<file path="src/rtl/mdu_sequencer.sv">
// Sequencer for RISC-V M-extension ops around an external multi-cycle mul/div unit.
// Define MDU_RESULT_CACHE_EN to keep the last MCycle result pair for back-to-back reuse.
module mdu_sequencer #(
    parameter int width = 32
) (
    input  logic             CLK,
    input  logic             RESETn,
    input  logic             Req,
    input  logic [2:0]       Funct3,
    input  logic [width-1:0] RS1,
    input  logic [width-1:0] RS2,
    input  logic             Flush,
    output logic             Stall,
    output logic [width-1:0] Result,
    output logic             ResultValid,
    output logic             MC_Start,
    output logic [1:0]       MC_Op,
    output logic [width-1:0] MC_Op1,
    output logic [width-1:0] MC_Op2,
    input  logic [width-1:0] MC_Result1,
    input  logic [width-1:0] MC_Result2,
    input  logic             MC_Busy
);

    localparam logic [2:0] IDLE   = 3'd0;
    localparam logic [2:0] LAUNCH = 3'd1;
    localparam logic [2:0] WAIT   = 3'd2;
    localparam logic [2:0] DRAIN  = 3'd3;
    localparam logic [2:0] DONE   = 3'd4;

    localparam logic [width-1:0] INT_MIN = {1'b1, {(width-1){1'b0}}};

    logic [2:0]       state_reg, state_next;
    logic [2:0]       funct3_reg;
    logic [1:0]       op_reg;
    logic [width-1:0] op1_reg, op2_reg;
    logic [width-1:0] result_reg, result_next;

    function automatic logic [1:0] map_op(input logic [2:0] f3);
        map_op = {f3[2], f3[2] ? f3[0] : f3[1]};
    endfunction

    // MULHSU is run as an unsigned multiply; the signed RS1 is fixed up here.
    function automatic logic [width-1:0] select_result(
        input logic [2:0]       f3,
        input logic [width-1:0] lo,
        input logic [width-1:0] hi,
        input logic             a_msb,
        input logic [width-1:0] b
    );
        if (f3[2])
            select_result = f3[1] ? hi : lo;
        else begin
            case (f3[1:0])
                2'b00:   select_result = lo;
                2'b10:   select_result = hi - (a_msb ? b : '0);
                default: select_result = hi;
            endcase
        end
    endfunction

    logic             accept;
    logic             div_zero, div_ovf, is_special;
    logic [width-1:0] special_result;
    logic             mc_done;
    logic             cache_hit;
    logic [width-1:0] cache_result;

    assign accept     = (state_reg == IDLE) && Req && !Flush;
    assign div_zero   = (RS2 == '0);
    assign div_ovf    = !Funct3[0] && (RS1 == INT_MIN) && (RS2 == '1);
    assign is_special = Funct3[2] && (div_zero || div_ovf);
    assign special_result = div_zero ? (Funct3[1] ? RS1 : '1)
                                     : (Funct3[1] ? '0 : INT_MIN);
    assign mc_done    = (state_reg == WAIT) && !MC_Busy && !Flush;

`ifdef MDU_RESULT_CACHE_EN
    logic             cache_valid_reg;
    logic [1:0]       cache_op_reg;
    logic [width-1:0] cache_a_reg, cache_b_reg, cache_lo_reg, cache_hi_reg;

    always_ff @(posedge CLK) begin
        if (!RESETn) begin
            cache_valid_reg <= 1'b0;
            cache_op_reg    <= '0;
            cache_a_reg     <= '0;
            cache_b_reg     <= '0;
            cache_lo_reg    <= '0;
            cache_hi_reg    <= '0;
        end else if (mc_done) begin
            cache_valid_reg <= 1'b1;
            cache_op_reg    <= op_reg;
            cache_a_reg     <= op1_reg;
            cache_b_reg     <= op2_reg;
            cache_lo_reg    <= MC_Result1;
            cache_hi_reg    <= MC_Result2;
        end
    end

    assign cache_hit = cache_valid_reg && (cache_op_reg == map_op(Funct3)) &&
                       (cache_a_reg == RS1) && (cache_b_reg == RS2);
    assign cache_result = select_result(Funct3, cache_lo_reg, cache_hi_reg,
                                        RS1[width-1], RS2);
`else
    assign cache_hit    = 1'b0;
    assign cache_result = '0;
`endif

    always_comb begin
        state_next  = state_reg;
        result_next = result_reg;
        case (state_reg)
            IDLE: begin
                if (accept) begin
                    if (is_special) begin
                        result_next = special_result;
                        state_next  = DONE;
                    end else if (cache_hit) begin
                        result_next = cache_result;
                        state_next  = DONE;
                    end else
                        state_next = LAUNCH;
                end
            end
            LAUNCH: state_next = Flush ? DRAIN : WAIT;
            WAIT: begin
                if (Flush)
                    state_next = DRAIN;
                else if (!MC_Busy) begin
                    result_next = select_result(funct3_reg, MC_Result1, MC_Result2,
                                                op1_reg[width-1], op2_reg);
                    state_next  = DONE;
                end
            end
            DRAIN:   if (!MC_Busy) state_next = IDLE;
            DONE:    state_next = IDLE;
            default: state_next = IDLE;
        endcase
    end

    // Operand registers double as the MC_Op* outputs, so they stay put until the next accept.
    always_ff @(posedge CLK) begin
        if (!RESETn) begin
            state_reg  <= IDLE;
            result_reg <= '0;
            funct3_reg <= '0;
            op_reg     <= '0;
            op1_reg    <= '0;
            op2_reg    <= '0;
        end else begin
            state_reg  <= state_next;
            result_reg <= result_next;
            if (accept) begin
                funct3_reg <= Funct3;
                op_reg     <= map_op(Funct3);
                op1_reg    <= RS1;
                op2_reg    <= RS2;
            end
        end
    end

    assign Stall       = (state_reg == LAUNCH) || (state_reg == WAIT) ||
                         (state_reg == DRAIN) || accept;
    assign ResultValid = (state_reg == DONE) && !Flush;
    assign MC_Start    = (state_reg == LAUNCH);
    assign Result      = result_reg;
    assign MC_Op       = op_reg;
    assign MC_Op1      = op1_reg;
    assign MC_Op2      = op2_reg;

endmodule

</file>
<file path="config.mk">
export PLATFORM = sky130hd
export DESIGN_NAME = mdu_sequencer
export DESIGN_NICKNAME = d
export VERILOG_FILES = /design/src/rtl/mdu_sequencer.sv
export SDC_FILE = /design/constraint.sdc
export NUM_CORES = 1
export LEC_CHECK = 0
export CAP_MARGIN = 20
export CORE_AREA = 2 2 178 180
export CTS_CLUSTER_DIAMETER = 50
export DETAILED_ROUTE_END_ITERATION = 8
export DIE_AREA = 0 0 180 182
export PLACE_DENSITY = 0.5
export SLEW_MARGIN = 20
export SYNTH_ARGS = -nofsm -noshare
export SYNTH_HDL_FRONTEND = slang
export SYNTH_SLANG_ARGS = --single-unit
</file>
<file path="constraint.sdc">
create_clock -name CLK -period 6.5 [get_ports CLK]
set_input_delay 0.65 -clock CLK [delete_from_list [all_inputs] [get_ports CLK]]
set_output_delay 0.65 -clock CLK [all_outputs]
set_load 0.05 [all_outputs]
</file>
== Yosys cells after proc, flatten, opt, wreduce, memory -nomap -nowiden ==
Index checks and enable logic that the tools add are counted.

* Register bits: 104
* Input bits: 136
* Output and inout port bits: 101
* Logic and storage cells: 58

* $add $sub $neg: 1
* Equal/unequal tests: 13
* Multiplexer cells: 20
* Reduce and logical (&&, ||, !) cells: 18

{| class="wikitable"
|+ Operators by type and width
! kind !! count
|-
| $mux W32 || 10
|-
| $pmux W32 S2 || 2
|-
| $eq A32 B32 Y1 const B || 2
|-
| $logic_not A32 Y1 || 1
|-
| $sub A32 B32 Y32 || 1
|-
| $mux W3 || 5
|-
| $pmux W3 S4 || 1
|-
| $ne A2 B2 Y1 const B || 5
|-
| $eq A3 B2 Y1 const B || 2
|-
| $logic_and A1 B1 Y1 || 6
|-
| $reduce_and A5 Y1 || 1
|-
| $logic_or A1 B1 Y1 || 4
|-
| $eq A3 B1 Y1 const B || 1
|-
| $eq A3 B3 Y1 const B || 1
|-
| $logic_not A3 Y1 || 1
|-
| $ne A3 B3 Y1 const B || 1
|-
| $reduce_and A3 Y1 || 1
|-
| $eq A2 B2 Y1 const B || 1
|-
| $logic_not A1 Y1 || 2
|-
| $logic_not A2 Y1 || 1
|-
| $mux W1 || 2
|-
| $reduce_bool A2 Y1 || 1
|}

== Longest topological paths before layout ==
* Depth in word-level cells: 8
* Depth in mapped cells: 13

== Worst setup path after synthesis ==
No wires, ideal clock.

* Path kind: register to register
* Start: reg op1_reg[31] (netlist: MC_Op1[31])
* End: reg result_reg[21] (netlist: Result[21])
* Data arrival time: 3.119 ns
* Slack: 3.307 ns
* Cell stages (with the launch flop): 13
* Cells stage by stage: dfxtp_1 -> clkbuf_1 -> clkbuf_1 -> nand2_1 -> ha_1 -> nor2b_1 -> o2111ai_1 -> a2111oi_0 -> nor4_1 -> o31ai_1 -> xor2_1 -> o2111ai_1 -> a31oi_1

* Word-level cells in the longest chain between the ends: 7

{| class="wikitable"
|+ RTL lines
! element !! RTL line !! source
|-
| start, declared || 36 || <nowiki>logic [width-1:0] op1_reg, op2_reg;</nowiki>
|-
| start signal, assigned || 148 || <nowiki>op1_reg <= '0;</nowiki>
|-
| start signal, assigned || 156 || <nowiki>op1_reg <= RS1;</nowiki>
|-
| $mux W32 || 56 || <nowiki>2'b10: select_result = hi - (a_msb ? b : '0);</nowiki>
|-
| $sub A32 B32 Y32 || 56 ||
|-
| $pmux W32 S2 || 54 || <nowiki>case (f3[1:0])</nowiki>
|-
| $mux W32 || 51 || <nowiki>if (f3[2])</nowiki>
|-
| $mux W32 || 129 || <nowiki>else if (!MC_Busy) begin</nowiki>
|-
| $mux W32 || 127 || <nowiki>if (Flush)</nowiki>
|-
| $pmux W32 S2 || 112 || <nowiki>case (state_reg)</nowiki>
|-
| end signal, assigned || 152 || <nowiki>result_reg <= result_next;</nowiki>
|-
| end, declared || 37 || <nowiki>logic [width-1:0] result_reg, result_next;</nowiki>
|}

No other way between the ends. The select of a mux whose other input is x is not followed.
A chain may end at the register's enable or synchronous reset.

== Worst setup path after layout ==
* Start: reg op1_reg[31] (netlist: MC_Op1[31])
* End: reg result_reg[19] (netlist: Result[19])

Same word-level chain as after synthesis.

==> flow_summary.json <==
{
  "status": "finished, final reports clean",
  "dr.pass1.iters": 5,
  "drtIter0Drc": 640,
  "initial_utilization": 0.247,
  "rrSetupSlack_ns": 2.60,
  "swShare": 0.396,
  "grt_max_degree": 70,
  "syn_area_sq_um": 7640,
  "power.share.clock": 0.286,
  "avgSynthCellArea_sq_um": 7.34,
  "area_delta_synth_final_pct": 38.7,
  "r2r-end": "Result[19]",
  "cts.repair.resized": 0,
  "power_density_nw_per_um2": 197,
  "async_flop_share": 0,
  "crit_path_end_kind": "register",
  "dieArea_sq_um": 32800,
  "rsz0062_at_grt": "no",
  "postRouteAntennaNets": 0,
  "post_cts_buffers": 0,
  "vias": 8700,
  "critPathSlowestCell": "a2111oi_0",
  "finalWeightedCongestion": 0.922,
  "cp-endpoint": "Result[19]",
  "p_int_uw": 1260,
  "critPathRequiredTime_ns": 6.73,
  "die_x_um": 180,
  "crit_start": "MC_Op1[31]",
  "yosys.cell_types.count": 68,
  "postSynthCellCount": 1042,
  "finClkSkew_ns": 0.0147,
  "yosysTopAreaCellShare": 0.270,
  "port_buffers": 236,
  "hold_viol_final": 0,
  "numClockSinks": 103,
  "root_buffer": "clkbuf_16",
  "ys_seq_area_frac": 0.270,
  "cp.arrival_ns": 4.14,
  "cp_max_fo": 34,
  "routed_via_density": 5.32,
  "rows": 65,
  "hold_class": "register to register",
  "peakVddDrop_mv": 0.113,
  "clk_latency_ns": 0.36,
  "clk_pin_slew_ns": 0.09,
  "path_delay_family": "compound AO/OA/AOI/OAI gates",
  "min_period_over_period": 0.600,
  "grt_overflow_total": 0,
  "synth_seq_cells": 103,
  "crit_chain": "buf_4 -> nand2_1 -> ha_1 -> nor2b_1 -> o2111ai_1 -> a2111oi_0 -> nor4_1 -> nor2_1 -> xor2_1 -> a211oi_1 -> o21ai_1",
  "maxCapViolations": 0,
  "drive_above_1_share": 0.0382,
  "cts.path.max_buffers": 2,
  "pwr-share-comb": 0.374,
  "worst_slew_pin_slew_ns": 1.03,
  "grt_pass1_wl_mm": 55.0,
  "r2r-start": "MC_Op1[31]",
  "tns_ns": 0,
  "cts_inserted_buffers": 9,
  "synth_top_cell_by_area": "dfxtp_1",
  "final_nets": 1401,
  "synth-main-ff-cell": "dfxtp_1",
  "switchingPower_uw": 828,
  "totalWireLength_mm": 37.2,
  "seqPwrFrac": 0.340,
  "drc": 0,
  "finalCriticalPeriod_ns": 3.90,
  "cts_tree": "done",
  "die_h_um": 182,
  "slew_violations": 0,
  "synth_area_leaders": "dfxtp_1 (27%), nand2_1 (11%), a21boi_0 (7.0%), ha_1 (6.4%), o21ai_0 (5.6%)",
  "syn_nets": 1218,
  "io_pins": 237,
  "first_global_vias": 8499,
  "path_buf_inv": 1,
  "cts_hold_buf": 0,
  "ys_top_cells_by_count": "nand2_1 (221), dfxtp_1 (103), o21ai_0 (85), a21boi_0 (71), a21oi_1 (65)",
  "leakagePower_uw": 0.00370,
  "yosysWarnings": 0,
  "yosysMostFrequentCell": "nand2_1",
  "setup_viol": 0,
  "cp-start-kind": "register",
  "grt_usage": 0.222,
  "hpwl_mm": 28.9,
  "max_stage_delay_ns": 0.97,
  "max_freq_mhz": 256,
  "reg2reg_depth": 11,
  "routedWlPerCell_um": 22.8,
  "holdWs_ns": 0.469,
  "synth_edf_count": 0,
  "path_class": "register to register",
  "core_sq_um": 31000,
  "cp_num_cells": 11,
  "antenna_found_initial": 2,
  "cts_htree_levels": 3,
  "slew_headroom": 0.298
}
[worst reg2reg max path, stage by stage, from the launching register on]
cell and delay [ns]:
dfxtp_1 0.32, buf_4 0.34, nand2_1 0.15, ha_1 0.29, nor2b_1 0.18, o2111ai_1 0.20, a2111oi_0 0.97, nor4_1 0.20
nor2_1 0.41, xor2_1 0.11, a211oi_1 0.49, o21ai_1 0.13
[metal layers]
| layer | up-vias | wire (um) | track usage |
|---|---|---|---|
| met5 | - | 0 | 0 |
| met4 | 0 | 1440 | 0.0914 |
| met3 | 59 | 2270 | 0.0415 |
| met2 | 321 | 16600 | 0.347 |
| met1 | 4161 | 16900 | 0.300 |
| li1 | 4159 | - | - |
[power by group through the flow]
stage | Combinational, uW | Clock [uW] | Sequential, uW
floorplan | 324 | 0 | 845
global placement | 780 | 0 | 724
detailed placement | 779 | 0 | 724
CTS | 782 | 602 | 710
global route | 836 | 632 | 716
finish | 782 | 597 | 710
[how the worst min path moves through the flow]
stage | startpoint | to | slack (ns) | cells after the start
floorplan | state_reg[2] | state_reg[0] | 0.61 | 2
global placement | MC_Op1[28] | MC_Op1[28] | 0.45 | 2
finish | MC_Op1[18] | MC_Op1[18] | 0.47 | 2
global route | MC_Op1[5] | MC_Op1[5] | 0.49 | 2
detailed placement | MC_Op1[18] | MC_Op1[18] | 0.46 | 2
CTS | MC_Op1[18] | MC_Op1[18] | 0.47 | 2
[cell type report]
type	instances	area [sq um]
clock buffers	10	229
clock inverters	6	75.1
well taps	402	503
repair buffers	250	2460
fillers	3274	20400
multi-input cells	837	5170
diodes	2	5.00
inverters	24	90.1
flip-flops and latches	103	2060
[logic make-up after synthesis]
family,count (synthesis),share of synthesized area
flops,103,0.270
mux,33,0.0449
compound gates,372,0.325
xor+xnor,23,0.0264
fa+ha+maj,40,0.0665
simple gates,369,0.213
buf+inv,102,0.0547
[metrics by stage]
stage / power (uW) / util / cells / cell area (sq um) / setup WS [ns]
2_1_floorplan: 1170 / - / 1042 / 7640 / 3.31
3_3_place_gp: 1500 / 0.332 / 1616 / 10300 / 2.32
3_5_place_dp: 1500 / 0.332 / 1616 / 10300 / 2.30
4_1_cts: 2090 / 0.342 / 1632 / 10600 / 2.67
5_1_grt: 2180 / 0.342 / 1633 / 10600 / 2.51
6_report: 2090 / 0.342 / 1634 / 10600 / 2.60
[placed cells by master (no fill, tap or decap), drive strengths merged, types with 11 or more instances in the layout]
cell type / n
a211oi: 14
a21boi: 71
a21o: 11
a21oi: 65
a221oi: 13
a31oi: 22
and3: 12
buf: 15
clkdlybuf4s50: 235
dfxtp: 103
ha: 39
inv: 26
mux2i: 23
nand2: 221
nand3: 15
nand4: 13
nor2: 49
nor3: 12
nor4: 16
o211ai: 24
o21ai: 91
xor2: 17
(Power assumes the default switching activity.)
